==> config.mk <==
export PLATFORM = sky130hd
export DESIGN_NAME = clock_counter_spim_flat
export DESIGN_NICKNAME = d
export VERILOG_FILES = /design/src/rtl/clock_counter_spim_if.sv /design/src/rtl/clock_counter_spim.sv /design/src/flat_wrapper.sv
export SDC_FILE = /design/constraint.sdc
export NUM_CORES = 1
export LEC_CHECK = 0
export ABC_AREA = 1
export BUFFER_PORTS_ARGS = -buffer_cell sky130_fd_sc_hd__clkbuf_2
export CAP_MARGIN = 30
export CORE_MARGIN = 2
export CORE_UTILIZATION = 49
export CTS_CLUSTER_DIAMETER = 40
export DETAILED_ROUTE_END_ITERATION = 16
export PLACE_DENSITY_LB_ADDON = 0.15
export SYNTH_ARGS = -nofsm -noshare
export SYNTH_HDL_FRONTEND = slang
export SYNTH_SLANG_ARGS = --single-unit
==> constraint.sdc <==
create_clock -name clk -period 1.4 [get_ports clk]
set_clock_uncertainty 0.1 [all_clocks]
set_input_delay 0.28 -clock clk [delete_from_list [all_inputs] [get_ports clk]]
set_output_delay 0.28 -clock clk [all_outputs]
set_load 0.01 [all_outputs]
==> src/rtl/clock_counter_spim_if.sv <==
// clock_counter_spim_if: control bus of clock_counter_spim.
// The master issues start/tx_data; the slave returns busy, done, rx_count and freq_err.
interface clock_counter_spim_if #(
    parameter int TX_BITS = 28,
    parameter int RX_BITS = 16
);
    logic               start;
    logic [TX_BITS-1:0] tx_data;
    logic               busy;
    logic               done;
    logic [RX_BITS-1:0] rx_count;
    logic [RX_BITS:0]   freq_err;
    modport master (output start, tx_data, input busy, done, rx_count, freq_err);
    modport slave  (input start, tx_data, output busy, done, rx_count, freq_err);
endinterface

==> src/rtl/clock_counter_spim.sv <==
// clock_counter_spim: SPI master that sends a compare value to a clock counter and reads back its count.
// Define CLOCK_COUNTER_SPIM_ERR_EN to register freq_err = rx_count - NOMINAL; otherwise freq_err is tied to 0.
module clock_counter_spim #(
    parameter int                 CLK_DIV = 4,
    parameter int                 TX_BITS = 28,
    parameter int                 RX_BITS = 16,
    parameter logic [RX_BITS-1:0] NOMINAL = '0
) (
    input  logic                 clk,
    input  logic                 nreset,
    clock_counter_spim_if.slave  bus,
    output logic                 spi_clk,
    output logic                 spi_sen,
    output logic                 spi_mosi,
    input  logic                 spi_miso
);
    localparam int DW = CLK_DIV > 1 ? $clog2(CLK_DIV) : 1;
    localparam int IW = TX_BITS > 1 ? $clog2(TX_BITS) : 1;
    localparam logic [DW-1:0] DIV_END = DW'(CLK_DIV - 1);
    localparam logic [IW-1:0] BIT_END = IW'(TX_BITS - 1);
    localparam logic [IW-1:0] RX_END  = IW'(RX_BITS - 1);

    typedef enum logic [2:0] {IDLE, LEAD, HIGH, LOW, DONE} state_t;

    state_t             state;
    logic [DW-1:0]      div;
    logic [IW-1:0]      bit_idx;
    logic [TX_BITS-2:0] tx_sr;
    logic [RX_BITS-1:0] rx_sr;
    logic               tick;
    logic               finish;

    assign tick   = div == DIV_END;
    assign finish = state == LOW && tick && bit_idx == BIT_END;

    always_ff @(posedge clk) begin
        if (!nreset) begin
            state        <= IDLE;
            div          <= '0;
            bit_idx      <= '0;
            tx_sr        <= '0;
            rx_sr        <= '0;
            spi_clk      <= 1'b0;
            spi_sen      <= 1'b0;
            spi_mosi     <= 1'b0;
            bus.busy     <= 1'b0;
            bus.done     <= 1'b0;
            bus.rx_count <= '0;
        end else begin
            bus.done <= 1'b0;
            div      <= (state == IDLE || state == DONE || tick) ? '0 : div + 1'b1;
            case (state)
                IDLE: if (bus.start) begin
                    tx_sr    <= bus.tx_data[TX_BITS-2:0];
                    spi_mosi <= bus.tx_data[TX_BITS-1];
                    spi_sen  <= 1'b1;
                    bus.busy <= 1'b1;
                    bit_idx  <= '0;
                    state    <= LEAD;
                end
                LEAD: if (tick) begin
                    spi_clk <= 1'b1;
                    rx_sr   <= {rx_sr[RX_BITS-2:0], spi_miso};
                    state   <= HIGH;
                end
                HIGH: if (tick) begin
                    spi_clk  <= 1'b0;
                    spi_mosi <= tx_sr[TX_BITS-2];
                    tx_sr    <= tx_sr << 1;
                    state    <= LOW;
                end
                LOW: if (tick) begin
                    if (finish) begin
                        spi_sen      <= 1'b0;
                        spi_mosi     <= 1'b0;
                        bus.busy     <= 1'b0;
                        bus.done     <= 1'b1;
                        bus.rx_count <= rx_sr;
                        state        <= DONE;
                    end else begin
                        // bit_idx is the index just finished; the next rising edge carries bit_idx+1
                        spi_clk <= 1'b1;
                        bit_idx <= bit_idx + 1'b1;
                        if (bit_idx < RX_END) rx_sr <= {rx_sr[RX_BITS-2:0], spi_miso};
                        state   <= HIGH;
                    end
                end
                default: state <= IDLE;
            endcase
        end
    end

`ifdef CLOCK_COUNTER_SPIM_ERR_EN
    always_ff @(posedge clk) begin
        if (!nreset) bus.freq_err <= '0;
        else if (finish) bus.freq_err <= {rx_sr[RX_BITS-1], rx_sr} - {NOMINAL[RX_BITS-1], NOMINAL};
    end
`else
    // masked to zero so no subtractor is built while NOMINAL stays referenced
    assign bus.freq_err = {1'b0, NOMINAL} & '0;
`endif
endmodule

==> src/flat_wrapper.sv <==
// flat-port wrapper written by rule: the top's interface ports become plain ports
module clock_counter_spim_flat 
#(
    parameter int                 CLK_DIV = 4,
    parameter int                 TX_BITS = 28,
    parameter int                 RX_BITS = 16,
    parameter logic [RX_BITS-1:0] NOMINAL = '0
)
  (clk, nreset, spi_clk, spi_sen, spi_mosi, spi_miso, bus_start, bus_tx_data, bus_busy, bus_done, bus_rx_count, bus_freq_err);
  clock_counter_spim_if #(.TX_BITS(TX_BITS), .RX_BITS(RX_BITS)) bus_i ();
  input  logic clk;
  input  logic nreset;
  output logic spi_clk;
  output logic spi_sen;
  output logic spi_mosi;
  input  logic spi_miso;
  input wire logic [$bits(bus_i.start)-1:0] bus_start;
  input wire logic [$bits(bus_i.tx_data)-1:0] bus_tx_data;
  output wire logic [$bits(bus_i.busy)-1:0] bus_busy;
  output wire logic [$bits(bus_i.done)-1:0] bus_done;
  output wire logic [$bits(bus_i.rx_count)-1:0] bus_rx_count;
  output wire logic [$bits(bus_i.freq_err)-1:0] bus_freq_err;
  assign bus_i.start = bus_start;
  assign bus_i.tx_data = bus_tx_data;
  assign bus_busy = bus_i.busy;
  assign bus_done = bus_i.done;
  assign bus_rx_count = bus_i.rx_count;
  assign bus_freq_err = bus_i.freq_err;
  clock_counter_spim #(.CLK_DIV(CLK_DIV), .TX_BITS(TX_BITS), .RX_BITS(RX_BITS), .NOMINAL(NOMINAL)) u_core (.clk(clk), .nreset(nreset), .bus(bus_i), .spi_clk(spi_clk), .spi_sen(spi_sen), .spi_mosi(spi_mosi), .spi_miso(spi_miso));
endmodule
==> results of run 1 <==
==> final cells by class <==
type	count	share of cell area
Multi-Input combinational cell	382	0.414
Sequential cell	73	0.309
Timing Repair Buffer	102	0.167
Inverter	38	0.0345
Clock buffer	9	0.0259
Tap cell	96	0.0251
Clock inverter	7	0.0196
Timing Repair inverter	2	0.00470
==> power breakdown <==
part | switching [mW] | internal, mW | total, mW
Sequential | 0.0593 | 2.16 | 2.22
Combinational | 0.330 | 0.246 | 0.575
Clock | 0.825 | 1.00 | 1.83
==> flip-flops by register name, indices dropped and copies added, names as in the netlist <==
name	cells
u_core.tx_sr	27
u_core.bus.rx_count	16
u_core.rx_sr	16
u_core.bit_idx	5
u_core.state	3
u_core.div	2
u_core.bus.busy	1
u_core.bus.done	1
u_core.spi_clk	1
u_core.spi_mosi	1
==> stage by stage <==
step | total power, mW | hold WS [ns] | setup TNS (ns) | instances
after floorplan | 2.57 | 0.306 | -2.01 | 535
after global placement | 2.68 | 0.314 | -1.68 | 681
after detailed placement | 2.69 | 0.326 | -2.77 | 681
after CTS | 4.54 | 0.0740 | -0.0935 | 699
after global routing | 4.84 | 0.107 | -4.87 | 709
final | 4.63 | 0.0890 | -0.413 | 709
==> metal layers <==
metal  up-vias  track usage  wire length, µm
li1       1772            -                -
met1      1581        0.260             3730
met2        93        0.355             4380
met3        15       0.0429              372
met4         0       0.0937              158
met5         -            0                0
==> worst min-delay path by stage <==
stage / slack (ns) / depth (start not counted) / endpoint
global route: 0.11 / 3 / u_core.tx_sr[0]$_SDFFE_PN0P_
floorplan: 0.31 / 1 / u_core.div[0]$_SDFF_PP0_
detailed placement: 0.33 / 1 / u_core.div[0]$_SDFF_PP0_
global placement: 0.31 / 1 / u_core.div[0]$_SDFF_PP0_
finish: 0.09 / 3 / u_core.tx_sr[0]$_SDFFE_PN0P_
CTS: 0.07 / 3 / u_core.tx_sr[0]$_SDFFE_PN0P_
==> layout by cell type, fill, tap and decap left out, types with 3 or more instances in the layout <==
cell type,instances
sky130_fd_sc_hd__a21oi_1,6
sky130_fd_sc_hd__inv_4,3
sky130_fd_sc_hd__clkbuf_2,52
sky130_fd_sc_hd__o21ai_0,13
sky130_fd_sc_hd__buf_6,16
sky130_fd_sc_hd__clkbuf_8,9
sky130_fd_sc_hd__inv_2,5
sky130_fd_sc_hd__nor2_1,105
sky130_fd_sc_hd__nand3_1,12
sky130_fd_sc_hd__inv_1,28
sky130_fd_sc_hd__dfxtp_4,3
sky130_fd_sc_hd__o21ai_1,23
sky130_fd_sc_hd__nand4_1,21
sky130_fd_sc_hd__buf_12,5
sky130_fd_sc_hd__nand2_2,19
sky130_fd_sc_hd__nor2_2,23
sky130_fd_sc_hd__nand2_1,105
sky130_fd_sc_hd__nor2_4,10
sky130_fd_sc_hd__conb_1,17
sky130_fd_sc_hd__nand2_4,6
sky130_fd_sc_hd__o21ai_2,7
sky130_fd_sc_hd__nand2_8,3
sky130_fd_sc_hd__buf_4,26
sky130_fd_sc_hd__dfxtp_2,4
sky130_fd_sc_hd__dfxtp_1,66
==> tightest hold or removal path: stages <==
cell and delay (ns):
sky130_fd_sc_hd__clkbuf_2 0.08, sky130_fd_sc_hd__nand3_1 0.07, sky130_fd_sc_hd__a21oi_1 0.06
==> what timing repair did <==
item / 4_1_cts / 5_1_grt
resized for setup: 51 / 88
gates cloned: 0 / 8
endpoints found under the setup margin: 68 / 71
setup buffers: 2 / 3
pin swaps: 22 / 43
==> cell families after synthesis <==
family                   Yosys count
flip-flops                        73
other                              1
buffers and inverters             81
AO/OA/AOI/OAI                     51
AND/OR/NAND/NOR                  310
adder cells (fa/ha/maj)            2
XOR/XNOR                           1
==> Flow_metrics.wiki, run 1 <==
{| class="wikitable"
! Metric !! Value
|-
| Aggregate routed wire length || 8.64 mm
|-
| Non-Filler Cell Area, Final || 0.00479 mm²
|-
| Vias in the first global route || 3011
|-
| Count of nets left with antenna violations after detail routing || 0
|-
| Overall Global Routing Usage || 0.211
|-
| Number of buffers inserted for hold repair after clock tree synthesis || 0
|-
| Total congestion overflow || 0
|-
| Cell area after placement || 0.00407 mm²
|-
| R2r setup slk || -0.04 ns
|-
| Area of the die || 0.00782 mm²
|-
| Area contributors post-synth || sky130_fd_sc_hd__dfxtp_1 42%, sky130_fd_sc_hd__nand2_1 14%, sky130_fd_sc_hd__nor2_1 13%, sky130_fd_sc_hd__o21ai_0 6.2%, sky130_fd_sc_hd__buf_4 4.5%
|-
| Post-synthesis sequential area ratio || 0.418
|-
| Antenna violations before repair || 0
|-
| Fraction of post-synthesis cell area in the top cell type by area || 0.418
|-
| CTS Buf Count || 9
|-
| CTS tree || built
|-
| Worst min-delay path class || in -> reg
|-
| Arrival time at the worst endpoint || 1.59 ns
|-
| Startpoint of the most critical setup path || u_core.state[2]$_SDFFE_PN0P_
|-
| Placed wire-length estimate || 5.35 mm
|-
| Count of flip-flops with a built-in enable after synthesis || 0
|-
| Crit. End Element || flop
|-
| Worst reg2reg startpoint || u_core.state[2]$_SDFFE_PN0P_
|-
| Minimum clock period || 1.44 ns
|-
| Max Freq || 0.693 GHz
|-
| Cell area after technology mapping || 0.00349 mm²
|-
| Avg Synthesized Cell Area || 6.73 µm²
|-
| Layout area overhead || 37.1%
|-
| Pin count of the biggest net entering global routing || 31
|-
| Hold Startpoint || bus_tx_data[0]
|-
| Number of detailed-routing iterations run before antenna repair || 4
|-
| Number of instances in the synthesized netlist || 519
|-
| Final core utilization || 0.701
|-
| Flop and latch count out of synthesis || 73
|-
| Violations in the final reports || negative setup slack
|-
| Worst r2r dst || u_core.spi_clk$_SDFFE_PN0P_
|-
| Via count of the routed design || 3461
|-
| Global-route wire length before repair || 13.2 mm
|-
| Count of port buffers added during placement || 52
|-
| Routability congestion estimate || 0.849
|-
| Register area || 0.00148 mm²
|-
| Startpoint Class || flop
|-
| Vert. Die Dim || 88.4 µm
|-
| Status || finished, violations left
|-
| DIE WIDTH || 88.4 µm
|-
| Dominant combinational cell family by area after synthesis || simple AND/OR/NAND/NOR gates
|-
| Unrepaired setup endpoints after global routing || true
|-
| Depth of the critical timing path with buffers and inverters included || 8
|-
| Initial core utilization || 0.511
|-
| Clk Latency, worst-skew pair || 0.35 ns
|-
| Clock sink count || 73
|-
| Slowest stage cell on the critical path || sky130_fd_sc_hd__dfxtp_4
|-
| Data required time of the critical path || 1.55 ns
|-
| Net count reported at finish || 642
|-
| Clock root buffer master || sky130_fd_sc_hd__clkbuf_8
|-
| Worst setup path end || u_core.spi_clk$_SDFFE_PN0P_
|-
| Synth cell count leaders || 127 x sky130_fd_sc_hd__nand2_1, 125 x sky130_fd_sc_hd__nor2_1, 73 x sky130_fd_sc_hd__dfxtp_1
|-
| Share of post-route cells with drive strength above 1 || 0.351
|-
| Cell Pwr Density || 967 mW/mm²
|-
| Simple-gate area share of the yosys netlist || 0.380
|-
| Number of filler instances in the final layout || 583
|-
| Setup slack at placement || -0.140 ns
|-
| Clock-pin slew of the registers on the worst-case setup and hold paths || 0.08 ns
|-
| Total leakage power || 2.19 nW
|-
| Number of placed I/O pins || 70
|-
| Critical path start-end classification || reg -> reg
|-
| Worst path bufs/invs || 3
|-
| Iter 0 DRT Violations || 160
|-
| Number of slew-limit violations in the final report || 0
|-
| Average via count per standard cell || 4.88
|-
| Adder-Cell Fraction of Synth Area || 0.00716
|-
| Largest stage delay on the critical path || 0.37 ns
|-
| Site Rows || 30
|-
| Worst setup margin || -0.0435 ns
|-
| Delay-heaviest family, CP || simple AND/OR/NAND/NOR gates
|-
| Ordered cell list for the critical path || inv_2 > nand3_2 > nor2_4 > nand2_4 > buf_12 > buf_4 > nand4_1 > a21oi_1
|-
| Post-synthesis mux area share || 0
|-
| Maximum count of clock buffers along a single path || 2
|-
| Asr flop ratio synth || 0
|-
| Multi-input gate area || 0.00198 mm²
|-
| Post-Synth XOR/XNOR Area || 0.00251
|-
| IR drop worst, VDD || 0.591 mV
|-
| MaxCap Viol Count || 0
|-
| Total count of hold-check failures in the final report || 0
|-
| Number of inserted diodes || 0
|-
| H-tree Lvls || 3
|-
| DRC violations left || 0
|-
| Routed length per placed instance || 12.2 µm
|-
| R2R depth || 8
|-
| Maximum fanout count along the critical path || 8
|-
| Library cell with the largest summed area after synthesis || sky130_fd_sc_hd__dfxtp_1
|-
| Post-synthesis compound-gate area fraction || 0.0731
|-
| Synth unique cells || 27
|-
| Dominant register cell in the synthesized netlist || sky130_fd_sc_hd__dfxtp_1
|-
| YS warnings || 0
|-
| Setup violators final || 30
|-
| Core ar. || 0.00683 mm²
|-
| Final worst-path cycle share || 1.03
|-
| Most common cell in the netlist || sky130_fd_sc_hd__nand2_1
|}
Note: power is estimated with default switching activity, not from simulation.
==> run 2, diff against run 1 <==
--- a/config.mk
+++ b/config.mk
@@ -13,6 +13,7 @@
 export CTS_CLUSTER_DIAMETER = 40
 export DETAILED_ROUTE_END_ITERATION = 16
 export PLACE_DENSITY_LB_ADDON = 0.15
+export RECOVER_POWER = 25
 export SYNTH_ARGS = -nofsm -noshare
 export SYNTH_HDL_FRONTEND = slang
 export SYNTH_SLANG_ARGS = --single-unit
==> run 2 against run 1 <==
Register-to-register slack about the same. The flow still finishes with violations (negative setup slack). Total power barely moved. Final cell count did not move.
==> Flow_metrics.wiki, run 2 (same netlist as run 1, synthesis figures left out) <==
{| class="wikitable"
! Metric !! Value
|-
| Layout area overhead || 37.0%
|-
| Worst setup margin || -0.0409 ns
|-
| Setup violators final || 30
|-
| Net count reported at finish || 642
|-
| Clock sink count || 73
|-
| Number of slew-limit violations in the final report || 0
|-
| Routed length per placed instance || 12.2 µm
|-
| Register ranked first by flip-flop count || u_core.tx_sr
|-
| CTS tree || built
|-
| Clk Latency, worst-skew pair || 0.35 ns
|-
| Register area || 0.00148 mm²
|-
| Data required time of the critical path || 1.55 ns
|-
| Area of the die || 0.00782 mm²
|-
| Status || finished, violations left
|-
| Total leakage power || 2.18 nW
|-
| Number of filler instances in the final layout || 583
|-
| Startpoint Class || flop
|-
| Arrival time at the worst endpoint || 1.59 ns
|-
| Worst min-delay path class || in -> reg
|-
| Registers with the most flip-flops || u_core.tx_sr: 27 flops, u_core.bus.rx_count: 16 flops, u_core.rx_sr: 16 flops
|-
| Unrepaired setup endpoints after global routing || true
|-
| Startpoint of the most critical setup path || u_core.state[2]$_SDFFE_PN0P_
|-
| Count of nets left with antenna violations after detail routing || 0
|-
| Pin count of the biggest net entering global routing || 31
|-
| Critical path start-end classification || reg -> reg
|-
| Total congestion overflow || 0
|-
| Aggregate routed wire length || 8.62 mm
|-
| Share of post-route cells with drive strength above 1 || 0.346
|-
| Multi-input gate area || 0.00198 mm²
|-
| Clock-pin slew of the registers on the worst-case setup and hold paths || 0.08 ns
|-
| Clock root buffer master || sky130_fd_sc_hd__clkbuf_8
|-
| Via count of the routed design || 3473
|-
| Max FFs per register || 27
|-
| Hold Startpoint || bus_tx_data[0]
|-
| Core ar. || 0.00683 mm²
|-
| Minimum clock period || 1.44 ns
|-
| Maximum count of clock buffers along a single path || 2
|-
| DIE WIDTH || 88.4 µm
|-
| Global-route wire length before repair || 13.2 mm
|-
| IR drop worst, VDD || 0.593 mV
|-
| R2R depth || 8
|-
| Final worst-path cycle share || 1.03
|-
| Violations in the final reports || negative setup slack
|-
| H-tree Lvls || 3
|-
| Vert. Die Dim || 88.4 µm
|-
| Number of placed I/O pins || 70
|-
| MaxCap Viol Count || 0
|-
| Worst reg2reg startpoint || u_core.state[2]$_SDFFE_PN0P_
|-
| Initial core utilization || 0.511
|-
| Crit. End Element || flop
|-
| Average via count per standard cell || 4.90
|-
| Site Rows || 30
|-
| Vias in the first global route || 3011
|-
| Overall Global Routing Usage || 0.211
|-
| Iter 0 DRT Violations || 167
|-
| Max Freq || 0.694 GHz
|-
| Smallest hold slack || 0.0847 ns
|-
| Count of port buffers added during placement || 52
|-
| Number of inserted diodes || 0
|-
| Antenna violations before repair || 0
|-
| Number of detailed-routing iterations run before antenna repair || 4
|-
| CTS Buf Count || 9
|-
| Maximum fanout count along the critical path || 8
|-
| DRC violations left || 0
|-
| Number of buffers inserted for hold repair after clock tree synthesis || 0
|-
| Placed wire-length estimate || 5.35 mm
|-
| Routability congestion estimate || 0.849
|-
| Total count of hold-check failures in the final report || 0
|-
| Final core utilization || 0.700
|-
| Cell Pwr Density || 968 mW/mm²
|-
| Commonest non-fill, non-tap cells in the layout || 105 x sky130_fd_sc_hd__nand2_1, 105 x sky130_fd_sc_hd__nor2_1, 66 x sky130_fd_sc_hd__dfxtp_1
|-
| Design Power || 4.63 mW
|-
| Worst hold path cell count || 3
|}
run 2: cell counts in the layout (fill, tap and decap cells not counted):
No cell type changed its count.
run 2: final timing paths:
check	slack [ns]	to
min reg2reg	0.34	u_core.div[0]$_SDFF_PP0_
max	-0.04	u_core.spi_clk$_SDFFE_PN0P_
min	0.08	u_core.tx_sr[0]$_SDFFE_PN0P_
max reg2reg	-0.04	u_core.spi_clk$_SDFFE_PN0P_
run 2: critical path: stages, from the launching register on:
cell	delay (ns)
sky130_fd_sc_hd__dfxtp_4	0.37
sky130_fd_sc_hd__inv_2	0.06
sky130_fd_sc_hd__nand3_2	0.12
sky130_fd_sc_hd__nor2_4	0.15
sky130_fd_sc_hd__nand2_4	0.10
sky130_fd_sc_hd__buf_12	0.15
sky130_fd_sc_hd__buf_4	0.13
sky130_fd_sc_hd__nand4_1	0.09
sky130_fd_sc_hd__a21oi_1	0.07
run 2: metrics by stage:
stage,instance area [µm²],std cells,setup WS [ns],setup TNS [ns]
5_1_grt,4780,709,-0.122,-4.87
4_1_cts,4420,699,-0.0241,-0.0935
6_report,4780,709,-0.0409,-0.382
2_1_floorplan,3600,535,-0.104,-2.01
3_5_place_dp,4070,681,-0.140,-2.77
3_3_place_gp,4070,681,-0.0786,-1.68
run 2: per-layer routing:
metal  wire, µm  global-route usage
met5          0                   0
met4        165              0.0937
met3        403              0.0429
met2       4400               0.355
met1       3660               0.260
run 2: layout make-up:
cell class | instances | area share
multi-input cells | 382 | 0.415
flip-flops and latches | 73 | 0.309
repair buffers | 102 | 0.167
inverters | 38 | 0.0345
clock buffers | 9 | 0.0259
well taps | 96 | 0.0251
clock inverters | 7 | 0.0196
repair inverters | 2 | 0.00471
run 2: what timing repair did:
action	in CTS	in global routing
gates resized for setup	51	88
setup endpoints to repair	68	71
pin swaps	22	43
gates cloned	0	8
setup buffers	2	3
run 2: where the power goes:
part           internal (mW)  leakage [nW]  switching (mW)  total [mW]
clock network           1.00         0.113           0.831        1.83
registers               2.16         0.600          0.0596        2.22
logic                  0.245          1.47           0.329       0.574
total                   3.41          2.18            1.22        4.63
